==> config.mk <==
export PLATFORM = sky130hd
export DESIGN_NAME = bell_sequencer
export DESIGN_NICKNAME = d
export VERILOG_FILES = /design/src/rtl/bell_sequencer.sv
export SDC_FILE = /design/constraint.sdc
export NUM_CORES = 1
export LEC_CHECK = 0
export ABC_AREA = 1
export ABC_CLOCK_PERIOD_IN_PS = 3150
export BUFFER_PORTS_ARGS = -buffer_cell sky130_fd_sc_hd__buf_2
export CORE_MARGIN = 2
export CORE_UTILIZATION = 50
export DETAILED_ROUTE_END_ITERATION = 10
export PLACE_DENSITY = 0.66
export RECOVER_POWER = 25
export SLEW_MARGIN = 20
export SYNTH_ARGS = -nofsm -noshare
export SYNTH_HDL_FRONTEND = slang
export SYNTH_SLANG_ARGS = --single-unit
==> constraint.sdc <==
create_clock -name clk -period 3.15 [get_ports clk]
set_input_delay 0.1575 -clock clk [delete_from_list [all_inputs] [get_ports clk]]
set_output_delay 0.1575 -clock clk [all_outputs]
set_load 0.005 [all_outputs]
==> src/rtl/bell_sequencer.sv <==
// bell_sequencer: queued multi-channel alarm bell with beep pattern, stop, limited snooze and retrigger
module bell_sequencer #(
  parameter int NCH = 4,
  parameter int LEN = 5,
  parameter int ON_TICKS = 1,
  parameter int OFF_TICKS = 1,
  parameter int SNOOZE_LEN = 3,
  parameter int MAX_SNOOZE = 2,
  parameter int CW = 32,
  localparam int CHW = (NCH > 1) ? $clog2(NCH) : 1
) (
  input  logic           clk,
  input  logic           reset,
  input  logic           tick,
  input  logic [NCH-1:0] trig,
  input  logic           stop,
  input  logic           snooze,
  output logic           bell,
  output logic           ringing,
  output logic           snoozing,
  output logic [CHW-1:0] chan,
  output logic [NCH-1:0] pending,
  output logic           done,
  output logic           timeout
);
  typedef enum logic [1:0] {IDLE, RING, SNOOZE} state_t;
  localparam logic [CW-1:0] L_LEN = CW'(LEN);
  localparam logic [CW-1:0] L_ON = CW'(ON_TICKS);
  localparam logic [CW-1:0] L_OFF = CW'(OFF_TICKS);
  localparam logic [CW-1:0] L_SNZ = CW'(SNOOZE_LEN);
  localparam logic [CW-1:0] L_MAX = CW'(MAX_SNOOZE);
  state_t state;
  logic phase_on;
  logic [CW-1:0] ring_cnt, ph_cnt, snz_cnt, snz_used;
  logic [CHW-1:0] sel;
  logic [NCH-1:0] chan_mask, trig_m, clr;
  logic retrig;
  always_comb begin
    sel = '0;
    for (int i = NCH - 1; i >= 0; i--)
      if (pending[i]) sel = CHW'(i);
  end
  assign chan_mask = NCH'(1) << chan;
  // the channel in service never queues itself; in RING it extends the ring instead
  assign trig_m = trig & ~((state != IDLE) ? chan_mask : '0);
  assign clr = (state == IDLE && |pending) ? NCH'(1) << sel : '0;
  assign retrig = (state == RING) && |(trig & chan_mask);
  assign bell = (state == RING) && phase_on;
  assign ringing = (state == RING);
  assign snoozing = (state == SNOOZE);
  always_ff @(posedge clk) begin
    if (reset) begin
      state <= IDLE;
      phase_on <= 1'b0;
      ring_cnt <= '0;
      ph_cnt <= '0;
      snz_cnt <= '0;
      snz_used <= '0;
      chan <= '0;
      pending <= '0;
      done <= 1'b0;
      timeout <= 1'b0;
    end else begin
      done <= 1'b0;
      timeout <= 1'b0;
      pending <= (pending & ~clr) | trig_m;
      case (state)
        IDLE: if (|pending) begin
          state <= RING;
          chan <= sel;
          ring_cnt <= '0;
          phase_on <= 1'b1;
          ph_cnt <= '0;
          snz_used <= '0;
        end
        RING: if (stop) begin
          state <= IDLE;
          done <= 1'b1;
        end else if (snooze && snz_used < L_MAX) begin
          state <= SNOOZE;
          snz_cnt <= '0;
          snz_used <= snz_used + 1'b1;
        end else if (tick && !retrig && ring_cnt + 1'b1 == L_LEN) begin
          state <= IDLE;
          done <= 1'b1;
          timeout <= 1'b1;
        end else begin
          ring_cnt <= retrig ? '0 : tick ? ring_cnt + 1'b1 : ring_cnt;
          if (tick) begin
            if (phase_on && ph_cnt + 1'b1 == L_ON) begin
              ph_cnt <= '0;
              phase_on <= (OFF_TICKS == 0);
            end else if (!phase_on && ph_cnt + 1'b1 == L_OFF) begin
              ph_cnt <= '0;
              phase_on <= 1'b1;
            end else ph_cnt <= ph_cnt + 1'b1;
          end
        end
        SNOOZE: if (stop) begin
          state <= IDLE;
          done <= 1'b1;
        end else if (tick) begin
          if (snz_cnt + 1'b1 == L_SNZ) begin
            state <= RING;
            ring_cnt <= '0;
            phase_on <= 1'b1;
            ph_cnt <= '0;
          end else snz_cnt <= snz_cnt + 1'b1;
        end
        default: state <= IDLE;
      endcase
    end
  end
endmodule

* Word level (Yosys, flattened, before mapping) *
Cells that the tools add are included.

word-level totals
  flip-flop bits (word level) = 139
  input bits = 9
  output and inout port bits = 11

cells by class
  add/subtract/negate cells = 4
  $lt $le $gt $ge = 1
  equal/unequal tests = 20
  shift operators = 2
  muxes and demuxes = 56
  bitwise logic cells = 7
  reduce and logical (&&, ||, !) cells = 25

operators with widths
  kind                   number
  $mux 32                22
  $pmux 32 s3            2
  $add 32x1->32 const B  4
  $pmux 32 s2            2
  $eq 32x1->1 const B    1
  $eq 32x2->1 const B    1
  $eq 32x3->1 const B    1
  $lt 32x2->1 const B    1
  $mux 2                 11
  $reduce_and 9->1       2
  $mux 1                 14
  $ne 2x2->1 const B     7
  $and 4x4->4            3
  $reduce_and 10->1      1
  $logic_and 1x1->1      8
  $mux 4                 2
  $not 4->4              2
  $reduce_and 4->1       2
  $reduce_or 4->1        2
  $shl 1x2->4 const A    2
  $ne 2x1->1 const B     3
  $ne 3x2->1 const B     2
  $pmux 2 s3             1
  $reduce_and 6->1       1
  15 further kinds       18

* Logic depth before layout (Yosys ltp) *
Gate-level depths: netlist of the first run.

  depth in word-level cells = 11
  gate-level depth with buffers = 20
  depth with buffers taken out = 19

* Worst setup path after synthesis of the first run *
No wires, ideal clock.

  kind = reg2reg
  start = reg ring_cnt[0]
  end = reg ph_cnt[25]
  data arrival time = 2.188 ns
  data required time = 3.035 ns
  slack = 0.847 ns
  stages on the path, launching flop included = 19
  clock period less this slack = 2.303 ns
  cells stage by stage = dfxtp_1 ha_1 nand3_2 inv_1 nand2_2 nor2_2 nand2_1 nand2_1 nand2_1 nor2_1 nand2_1 nor2_1 nand3_2 nand2_1 nand2_1 buf_2 buf_6 a21oi_1 nor2_1

between the ends
  longest elaborated chain between the ends = 5

ends and longest elaborated chain
  item                               line  source
  from (decl)                        34    logic [CW-1:0] ring_cnt, ph_cnt, snz_cnt, snz_used;
  from (signal assigned)             88    ring_cnt <= retrig ? '0 : tick ? ring_cnt + 1'b1 : ring_cnt;
  $add 32x1->32                      83    end else if (tick && !retrig && ring_cnt + 1'b1 == L_LEN) begin
  $eq 32x3->1                        83
  $logic_and 1x1->1                  83
  $ne 2x2->1 (no source line)        n/a
  $reduce_and 9->1 (no source line)  n/a
  to (signal assigned)               96    end else ph_cnt <= ph_cnt + 1'b1;
  to (decl)                          34

No other way between the ends.
A chain may end at the register's enable or synchronous reset.

* Final worst setup path of the first run *
  start = reg ring_cnt[1]
  end = reg ring_cnt[26]

between the ends
  longest elaborated chain between the ends = 7

ends and longest elaborated chain
  item                                                 line
  $add 32x1->32 (*)                                    83, 88
  branches (longest 6 deep; another with $eq 32x3->1)  n/a

Mark *: on every way between the ends. The select of a mux whose other input is x is not followed.

==> results of run 1 <==
## area by class of cell
cell class                 instances  area, µm²
multi-input combinational       1270       5660
timing repair buffer              45        389
clock buffer                      17        425
fill                            1866       7780
sequential                       139       2780
tap                              229        287
clock inverter                    15        191
inverter                         104        390
## worst max-delay path, stage by stage (launching register included)
cell       delay, ns
dfxtp_1         0.38
ha_1            0.23
nand3_2         0.15
inv_1           0.16
nand2_2         0.13
nor2_2          0.21
nand2_1         0.08
nand2_1         0.06
nand2_1         0.08
nor2_1          0.12
nand2_1         0.07
nor2_1          0.13
nand3_2         0.12
nand2_1         0.18
nand2_8         0.16
clkbuf_16       0.24
a21oi_1         0.16
nor2_1          0.06
## stage by stage
stage / TNS (ns) / area [µm²]
6_report: 0 / 10100
5_1_grt: -0.0698 / 10100
4_1_cts: 0 / 10000
3_5_place_dp: 0 / 9380
3_3_place_gp: 0 / 9380
2_1_floorplan: 0 / 9110
## power by group
| part | leakage [nW] | internal, mW | switching, mW |
|---|---|---|---|
| logic | 2.72 | 1.32 | 2.20 |
| clock network | 0.300 | 1.08 | 0.980 |
| registers | 1.13 | 2.04 | 0.309 |
## final timing paths
path         slack, ns                 startpoint  cells past startpoint                        end
max reg2reg       0.30   ring_cnt[1]$_SDFFE_PP0P_                     17  ring_cnt[26]$_SDFFE_PP0P_
min reg2reg       0.44  snz_used[11]$_SDFFE_PP0P_                      2  snz_used[11]$_SDFFE_PP0P_
max               0.30   ring_cnt[1]$_SDFFE_PP0P_                     17  ring_cnt[26]$_SDFFE_PP0P_
min               0.15                      reset                      4  ring_cnt[13]$_SDFFE_PP0P_
## placed cells by master, fill, tap and decap left out, types with 5 or more instances in the layout
cell type  netlist  layout
nor2_4           5       6
xor2_1          12      12
nand3_1        101      99
nand4_1         13      13
ha_1            11      11
clkinv_8         0       6
xnor2_1          6       6
buf_2            9      14
clkbuf_1        26       5
nor2_2           7       9
buf_12           0       6
dfxtp_1        139     139
inv_8            0       6
nor4_1           8       8
nor2_1         300     297
o21ai_0         15      15
o31ai_1          6       6
a21oi_1        109     109
inv_1          101     101
nand2_1        607     606
nand3b_1        42      42
buf_4           10      12
clkbuf_16        0      18
nor3_1           9       8
## per-layer routing
metal | routed length, µm | global-route usage [%] | vias up
met2 | 11100 | 40.5 | 181
met5 | 0 | 0 | -
li1 | - | - | 4983
met4 | 282 | 5.58 | 0
met3 | 823 | 4.35 | 26
met1 | 11400 | 33.5 | 4241
## registers in the layout, indices dropped and copies added (netlist names)
name and cells:
ph_cnt 32, ring_cnt 32, snz_cnt 32, snz_used 32, pending 4, chan 2, state 2, done 1
phase_on 1, timeout 1
## synth_stat cells
master and number:
a21boi_2 1, a21oi_1 109, a221oi_1 1, a41oi_1 1, and2_1 4, buf_1 3
buf_2 9, buf_4 10, buf_6 9, clkbuf_1 26, clkinv_1 1, dfxtp_1 139
ha_1 11, inv_1 101, inv_2 2, nand2_1 607, nand2_2 3, nand2b_1 1
nand3_1 101, nand3_2 2, nand3b_1 42, nand4_1 13, nor2_1 300, nor2_2 7
nor2_4 5, nor3_1 9, nor3b_1 1, nor4_1 8, o2111a_1 1, o21ai_0 15
o21ai_1 1, o21bai_1 1, o31ai_1 6, or2_0 1, or2_2 1, xnor2_1 6
xor2_1 12
## cells by family (layout without fill, tap and decap cells)
| kind of cell | after synthesis | count (layout) | synth area share (%) |
|---|---|---|---|
| buf+inv | 161 | 181 | 7.91 |
| xor+xnor | 18 | 18 | 1.73 |
| flops | 139 | 139 | 30.5 |
| fa+ha+maj | 11 | 11 | 1.51 |
| compound gates | 136 | 136 | 7.88 |
| simple gates | 1105 | 1105 | 50.4 |
## what timing repair did
action,CTS,global route
gates resized for setup,0,8
setup buffers,0,4
hold buffers,4,0
endpoints found under the hold margin,4,0
endpoints found under the setup margin,0,62
==> out/metrics.yaml, run 1 <==
syn2layout_area_growth_pct: 11.1
yosys_warnings: 0
numPortBuffers: 19
std_cell_rows: 49
critPathMaxFanout: 22
cap_viol_max_count: 0
gr-total-overflow: 0
status: "finished clean"
criticalPathCategory: "flip-flop to flip-flop"
die_w_um: 139
syn_nets: 1590
synth_cell_types: 37
dp_cells: 1778
p_total_mw: 7.92
clkLatencyLatePin_ns: 0.44
grt_pass1_wl_mm: 39.9
grt_usage_pct: 24.5
globalplace.congestion: 0.955
finClkSkew_ns: 0.0127
timing.slew.headroom_pct: 47.6
wirelength_mm: 23.6
dp_slack_ns: 0.165
utilization_pct: 56.5
cts_buffer_depth: 2
power.leakage_nw: 4.16
setup_slack_ns: 0.301
start_util_pct: 50.9
worst_setup_path_end_kind: "flip-flop"
worstPathArrival_ns: 3.18
tightest_slew_ns: 0.785
syn-cell-area_um2: 9110
cts_buffers: 17
power.density_nw_per_um2: 783
hold_violations: 0
clkSinkCount: 139
grt_max_degree: 76
drt_first_pass_iters: 6
die_h_um: 139
hold_ws_ns: 0.148
antenna_found_initial: 0
diodes: 0
finalNonFillerCells: 1819
fin_nets: 1597
wl_per_cell_um: 13.0
grt_pass1_vias: 8423
cts.reportedPaths.clkPinSlew_ns: 0.07
drive_above_1_share_pct: 6.04
setup_viol: 0
die-area_um2: 19300
fin_crit_sh_pct: 90.4
cts_root_buf: "clkbuf_16"
htree_levels: 4
period_minus_slack_ns: 2.85
yosysTopAreaCell: "dfxtp_1"
start_kind: "flip-flop"
detail-route-antenna-nets: 0
synth.area.top_cells: "dfxtp_1 31%, nand2_1 25%, nor2_1 12%"
seq_area_frac_synth_pct: 30.5
vias_per_cell: 5.18
synth_seq_cells: 139
cts_tree: "yes"
postSynthAreaPerCell_um2: 5.80
hold_path_class: "input port to flip-flop"
hpwl_mm: 16.9
crit_required_ns: 3.48
syn_inst: 1570
synthDominantCellAreaShare_pct: 30.5
drt-initial-drc-count: 737
num_vias: 9431
peakVddDrop_mv: 0.548
finalMaxSlewViolations: 0
fmax_ghz: 0.351
drc: 0
design.core.area_um2: 17900
io_pins: 20
Power figures use the tool's default switching activity.
==> run 2, diff against run 1 <==
--- a/config.mk
+++ b/config.mk
@@ -8,9 +8,9 @@
 export ABC_AREA = 1
 export ABC_CLOCK_PERIOD_IN_PS = 3150
 export BUFFER_PORTS_ARGS = -buffer_cell sky130_fd_sc_hd__buf_2
-export CORE_MARGIN = 2
 export CORE_UTILIZATION = 50
 export DETAILED_ROUTE_END_ITERATION = 10
+export MAX_ROUTING_LAYER = met4
 export PLACE_DENSITY = 0.66
 export RECOVER_POWER = 25
 export SLEW_MARGIN = 20
==> run 2 against run 1 <==
Sequential share of layout area up 0.25 points. Flip-flop and latch count unchanged. Count of clock-buffer cells in the layout did not move. Cell area is 0.85% lower. Largest power group unchanged.
==> out/metrics.yaml, run 2 (synthesis results as in run 1) <==
finalMaxSlewViolations: 0
cap_viol_max_count: 0
std_cell_rows: 48
antenna_found_initial: 0
grt_usage_pct: 26.6
wl_per_cell_um: 12.9
power.leakage_nw: 4.12
grt_max_degree: 76
hold_path_class: "input port to flip-flop"
cts_buffer_depth: 2
drt-initial-drc-count: 674
fin_crit_sh_pct: 91.6
worstPathArrival_ns: 3.25
fmax_ghz: 0.346
clkLatencyLatePin_ns: 0.44
vias_per_cell: 5.18
die_w_um: 137
setup_viol: 0
status: "finished clean"
fin_nets: 1594
dp_slack_ns: 0.129
post-cts-setup-buffers: 0
period_minus_slack_ns: 2.89
drc: 0
start_kind: "flip-flop"
diodes: 0
layout_commonest_cell: "nand2_1"
power.density_nw_per_um2: 780
clkSinkCount: 139
drive_above_1_share_pct: 5.92
detail-route-antenna-nets: 0
crit_required_ns: 3.52
globalplace.congestion: 0.965
numPortBuffers: 19
grt_pass1_vias: 8181
tightest_slew_ns: 0.858
rr_worst_depth: 18
syn2layout_area_growth_pct: 10.2
num_vias: 9382
cts_root_buf: "clkbuf_16"
drt_first_pass_iters: 9
wirelength_mm: 23.4
worst_setup_path_end_kind: "flip-flop"
cts.reportedPaths.clkPinSlew_ns: 0.07
criticalPathCategory: "flip-flop to flip-flop"
timing.slew.headroom_pct: 42.7
setup_slack_ns: 0.264
place_area_um2: 9370
start_util_pct: 51.9
hold_violations: 0
hpwl_mm: 16.5
htree_levels: 4
critPathMaxFanout: 36
die_h_um: 137
grt_pass1_wl_mm: 38.8
gr-total-overflow: 0
cts_tree: "yes"
io_pins: 20
whs_path_depth: 4
design.core.area_um2: 17500
most-common-layout-cells: "606 x nand2_1, 295 x nor2_1, 138 x dfxtp_1, 109 x a21oi_1"
finClkSkew_ns: 0.0163
die-area_um2: 18800
cts_buffers: 17
peakVddDrop_mv: 0.599
finalInstanceArea_um2: 10000
hold_ws_ns: 0.145
==> run 2: final timing paths <==
| path | endpoint | startpoint | slack, ns |
|---|---|---|---|
| worst min register to register | snz_used[8]$_SDFFE_PP0P_ | snz_used[8]$_SDFFE_PP0P_ | 0.44 |
| worst min-delay path | timeout$_SDFF_PP0_ | stop | 0.15 |
| worst max-delay path | ring_cnt[1]$_SDFFE_PP0P_ | snz_cnt[0]$_SDFFE_PP0P_ | 0.26 |
| worst max register to register | ring_cnt[1]$_SDFFE_PP0P_ | snz_cnt[0]$_SDFFE_PP0P_ | 0.26 |
==> run 2: metal layers <==
| metal | share of wire [%] | GRT usage, % | wire (µm) |
|---|---|---|---|
| met1 | 49 | 35.1 | 11500 |
| met2 | 45 | 41.1 | 10600 |
| met3 | 3.6 | 4.33 | 841 |
| met4 | 1.9 | 9.16 | 435 |
| met5 | 0 | - | 0 |
==> run 2: metrics by stage <==
step / utilization (%) / setup TNS [ns] / std cells / power, mW
2_1_floorplan: - / 0 / 1570 / 5.11
6_report: 57.2 / 0 / 1812 / 7.83
3_3_place_gp: 53.4 / 0 / 1776 / 5.71
4_1_cts: 57.2 / 0 / 1812 / 7.86
3_5_place_dp: 53.4 / 0 / 1776 / 5.74
5_1_grt: 57.2 / -0.0330 / 1812 / 8.47
==> run 2: power breakdown <==
group / switching [mW] / leakage (nW) / internal [mW]
Sequential: 0.314 / 1.13 / 2.04
Clock: 0.957 / 0.300 / 1.15
Combinational: 2.18 / 2.69 / 1.20
==> run 2: worst max-delay path, cell delays in order (launching register included) <==
cell     delay, ns
dfxtp_1       0.39
ha_2          0.23
inv_1         0.08
nor2_4        0.19
nand2_1       0.15
nor2_1        0.20
xor2_1        0.11
nor2_1        0.11
nand2_1       0.08
nor2_2        0.21
nand3_2       0.16
nand2_1       0.12
inv_1         0.09
nor2_4        0.12
buf_12        0.20
nand2_1       0.12
nand2_1       0.08
nand2_1       0.05
nor2_1        0.13
==> run 2: what timing repair did <==
item | CTS | global route
gates resized for setup | 0 | 8
endpoints found under the setup margin | 0 | 63
hold buffers | 4 | 0
hold endpoints to repair | 4 | 0
==> run 2: final cells by class <==
class	count	area, µm²
multi-input cells	1270	5650
well taps	225	282
clock buffers	17	425
clock inverters	15	194
fillers	1813	7500
inverters	104	390
flip-flops and latches	139	2780
repair buffers	42	315
==> run 3, diff against run 2 <==
--- a/config.mk
+++ b/config.mk
@@ -6,12 +6,12 @@
 export NUM_CORES = 1
 export LEC_CHECK = 0
 export ABC_AREA = 1
-export ABC_CLOCK_PERIOD_IN_PS = 3150
+export ABC_CLOCK_PERIOD_IN_PS = 3300
 export BUFFER_PORTS_ARGS = -buffer_cell sky130_fd_sc_hd__buf_2
-export CORE_UTILIZATION = 50
+export CORE_MARGIN = 2
+export CORE_UTILIZATION = 40
 export DETAILED_ROUTE_END_ITERATION = 10
 export MAX_ROUTING_LAYER = met4
-export PLACE_DENSITY = 0.66
 export RECOVER_POWER = 25
 export SLEW_MARGIN = 20
 export SYNTH_ARGS = -nofsm -noshare
==> constraint.sdc (replaced) <==
create_clock -name clk -period 3.3 [get_ports clk]
set_input_delay 0.165 -clock clk [delete_from_list [all_inputs] [get_ports clk]]
set_output_delay 0.165 -clock clk [all_outputs]
set_load 0.005 [all_outputs]
==> run 3 against run 2 <==
Maximum frequency fell by 3.2%. Sequential share of layout area shrank 0.22 points. Non-clock buffer count rose by 1. Register-to-register slack better by 0.06 ns. Clock power is 6% lower. Die area increased by 28%. Critical path type unchanged. Largest power group unchanged.
==> out/metrics.yaml, run 3 (synthesis results as in run 1) <==
rr_worst_depth: 17
drc: 0
finalInstanceArea_um2: 10100
finClkSkew_ns: 0.0154
setup_viol: 0
grt_pass1_wl_mm: 40.6
peakVddDrop_mv: 0.481
status: "finished clean"
design.core.area_um2: 22500
hpwl_mm: 17.0
r2r_end: "ring_cnt[31]$_SDFFE_PP0P_"
vias_per_cell: 5.02
globalplace.congestion: 0.922
layout_commonest_cell: "nand2_1"
grt_max_degree: 76
place_area_um2: 9420
io_pins: 20
min-delay-start: "stop"
r2r_slack_ns: 0.32
finalMaxSlewViolations: 0
grt.met2_usage_pct: 34.1
drt-initial-drc-count: 580
busiest_layer: "met2"
numPortBuffers: 19
cts_root_buf: "clkbuf_16"
setup_slack_ns: 0.319
detail-route-antenna-nets: 0
p_clk_share_pct: 26.4
die_w_um: 155
power.leakage_nw: 4.13
most-common-layout-cells: "606 x nand2_1, 299 x nor2_1, 139 x dfxtp_1, 109 x a21oi_1"
diodes: 0
multiInputGateArea_um2: 5630
worst_setup_path_end_kind: "flip-flop"
power.density_nw_per_um2: 741
r2r_start: "ring_cnt[0]$_SDFFE_PP0P_"
hold_path_class: "input port to flip-flop"
cap_viol_max_count: 0
start_util_pct: 40.5
cts_buffers: 17
cts.reportedPaths.clkPinSlew_ns: 0.07
htree_levels: 4
grt_pass1_vias: 8547
timing.slew.headroom_pct: 47.8
wirelength_mm: 23.8
grt_usage_pct: 20.9
antenna_found_initial: 0
hold_violations: 0
grtUsageMet1_pct: 26.9
dp_slack_ns: 0.242
start_kind: "flip-flop"
std_cell_rows: 55
worstPathArrival_ns: 3.31
seqPwrFrac_pct: 30.0
die_h_um: 155
switching_share_pct: 44.4
whs_path_depth: 4
syn2layout_area_growth_pct: 11.0
n_fill_cell: 2438
area.sequential_um2: 2780
cts_tree: "yes"
die-area_um2: 24000
criticalPathCategory: "flip-flop to flip-flop"
hold_end: "state[1]$_SDFFE_PP0P_"
clkLatencyLatePin_ns: 0.44
switching_power_mw: 3.33
cts_buffer_depth: 2
clkSinkCount: 139
drt_first_pass_iters: 5
tightest_slew_ns: 0.783
grt_use_met3_pct: 2.98
num_vias: 9398
wl_per_cell_um: 12.7
fmax_ghz: 0.335
fin_crit_sh_pct: 90.3
p_comb_share_pct: 43.6
crit_required_ns: 3.63
drive_above_1_share_pct: 5.73
gr-total-overflow: 0
p_int_mw: 4.17
utilization_pct: 44.9
fin_nets: 1595
critPathMaxFanout: 23
fin_setup_tns_ns: 0
period_minus_slack_ns: 2.98
run 3: cell types whose count changed in the layout (fill, tap and decap cells not counted), moves of 2 or more:
cell | before | now
inv_8 | 5 | 2
nor2_1 | 295 | 299
clkbuf_1 | 6 | 4
buf_2 | 13 | 16
clkinv_4 | 0 | 2
clkinv_8 | 4 | 8
nor2_2 | 11 | 7
run 3: per-layer routing:
layer / wire length (µm) / up-vias
met5: 0 / -
met4: 464 / 0
met3: 738 / 44
met2: 11100 / 151
met1: 11500 / 4229
li1: - / 4974
run 3: critical path, stage by stage, from the launching register on:
cell     delay (ns)
dfxtp_1        0.41
ha_1           0.23
nand3_2        0.14
inv_1          0.19
nand2_2        0.13
nor2_1         0.24
nand2_1        0.09
nand2_1        0.06
nand2_1        0.11
nor2_1         0.13
nand2_1        0.06
nor2_1         0.13
nand3_2        0.13
nand2_1        0.12
nand2_4        0.20
buf_4          0.28
a21oi_1        0.16
nor2_1         0.06
run 3: layout make-up:
cell class | count | share of cell area [%]
clock buffer | 17 | 4.21
multi-input combinational | 1270 | 55.7
inverter | 104 | 3.86
sequential | 139 | 27.5
tap | 285 | 3.53
clock inverter | 15 | 1.94
timing repair buffer | 43 | 3.25
run 3: how the worst max path moves through the flow:
stage | from | end | slack, ns | depth (start not counted)
4_1_cts | snz_cnt[1]$_SDFFE_PP0P_ | snz_cnt[12]$_SDFFE_PP0P_ | 0.22 | 16
3_3_place_gp | snz_cnt[1]$_SDFFE_PP0P_ | ring_cnt[20]$_SDFFE_PP0P_ | 0.31 | 17
3_5_place_dp | snz_cnt[1]$_SDFFE_PP0P_ | ring_cnt[26]$_SDFFE_PP0P_ | 0.24 | 17
6_report | ring_cnt[0]$_SDFFE_PP0P_ | ring_cnt[31]$_SDFFE_PP0P_ | 0.32 | 17
2_1_floorplan | ring_cnt[0]$_SDFFE_PP0P_ | ph_cnt[25]$_SDFFE_PP0P_ | 1.0 | 18
5_1_grt | snz_cnt[1]$_SDFFE_PP0P_ | ring_cnt[24]$_SDFFE_PP0P_ | -0.009 | 19
run 3: power groups by stage:
stage,registers [mW],clock network [mW],logic [mW]
after floorplan,2.18,0,2.69
after global placement,2.27,0,3.17
after detailed placement,2.27,0,3.21
after CTS,2.24,2.02,3.23
after global routing,2.29,2.09,3.76
final,2.25,1.98,3.27
run 3: metrics by stage:
stage                     instances  power, mW  hold WS (ns)
after detailed placement       1833       5.49         0.428
after floorplan                1570       4.87         0.313
after CTS                      1869       7.49         0.176
final                          1873       7.49         0.191
after global routing           1873       8.14         0.226
after global placement         1833       5.44         0.426
run 3: repair_timing:
item                                    CTS  global route
endpoints found under the setup margin    0            39
buffers inserted                          0             4
resized for setup                         0             3
hold endpoints to repair                  4             0
hold buffers                              4             0
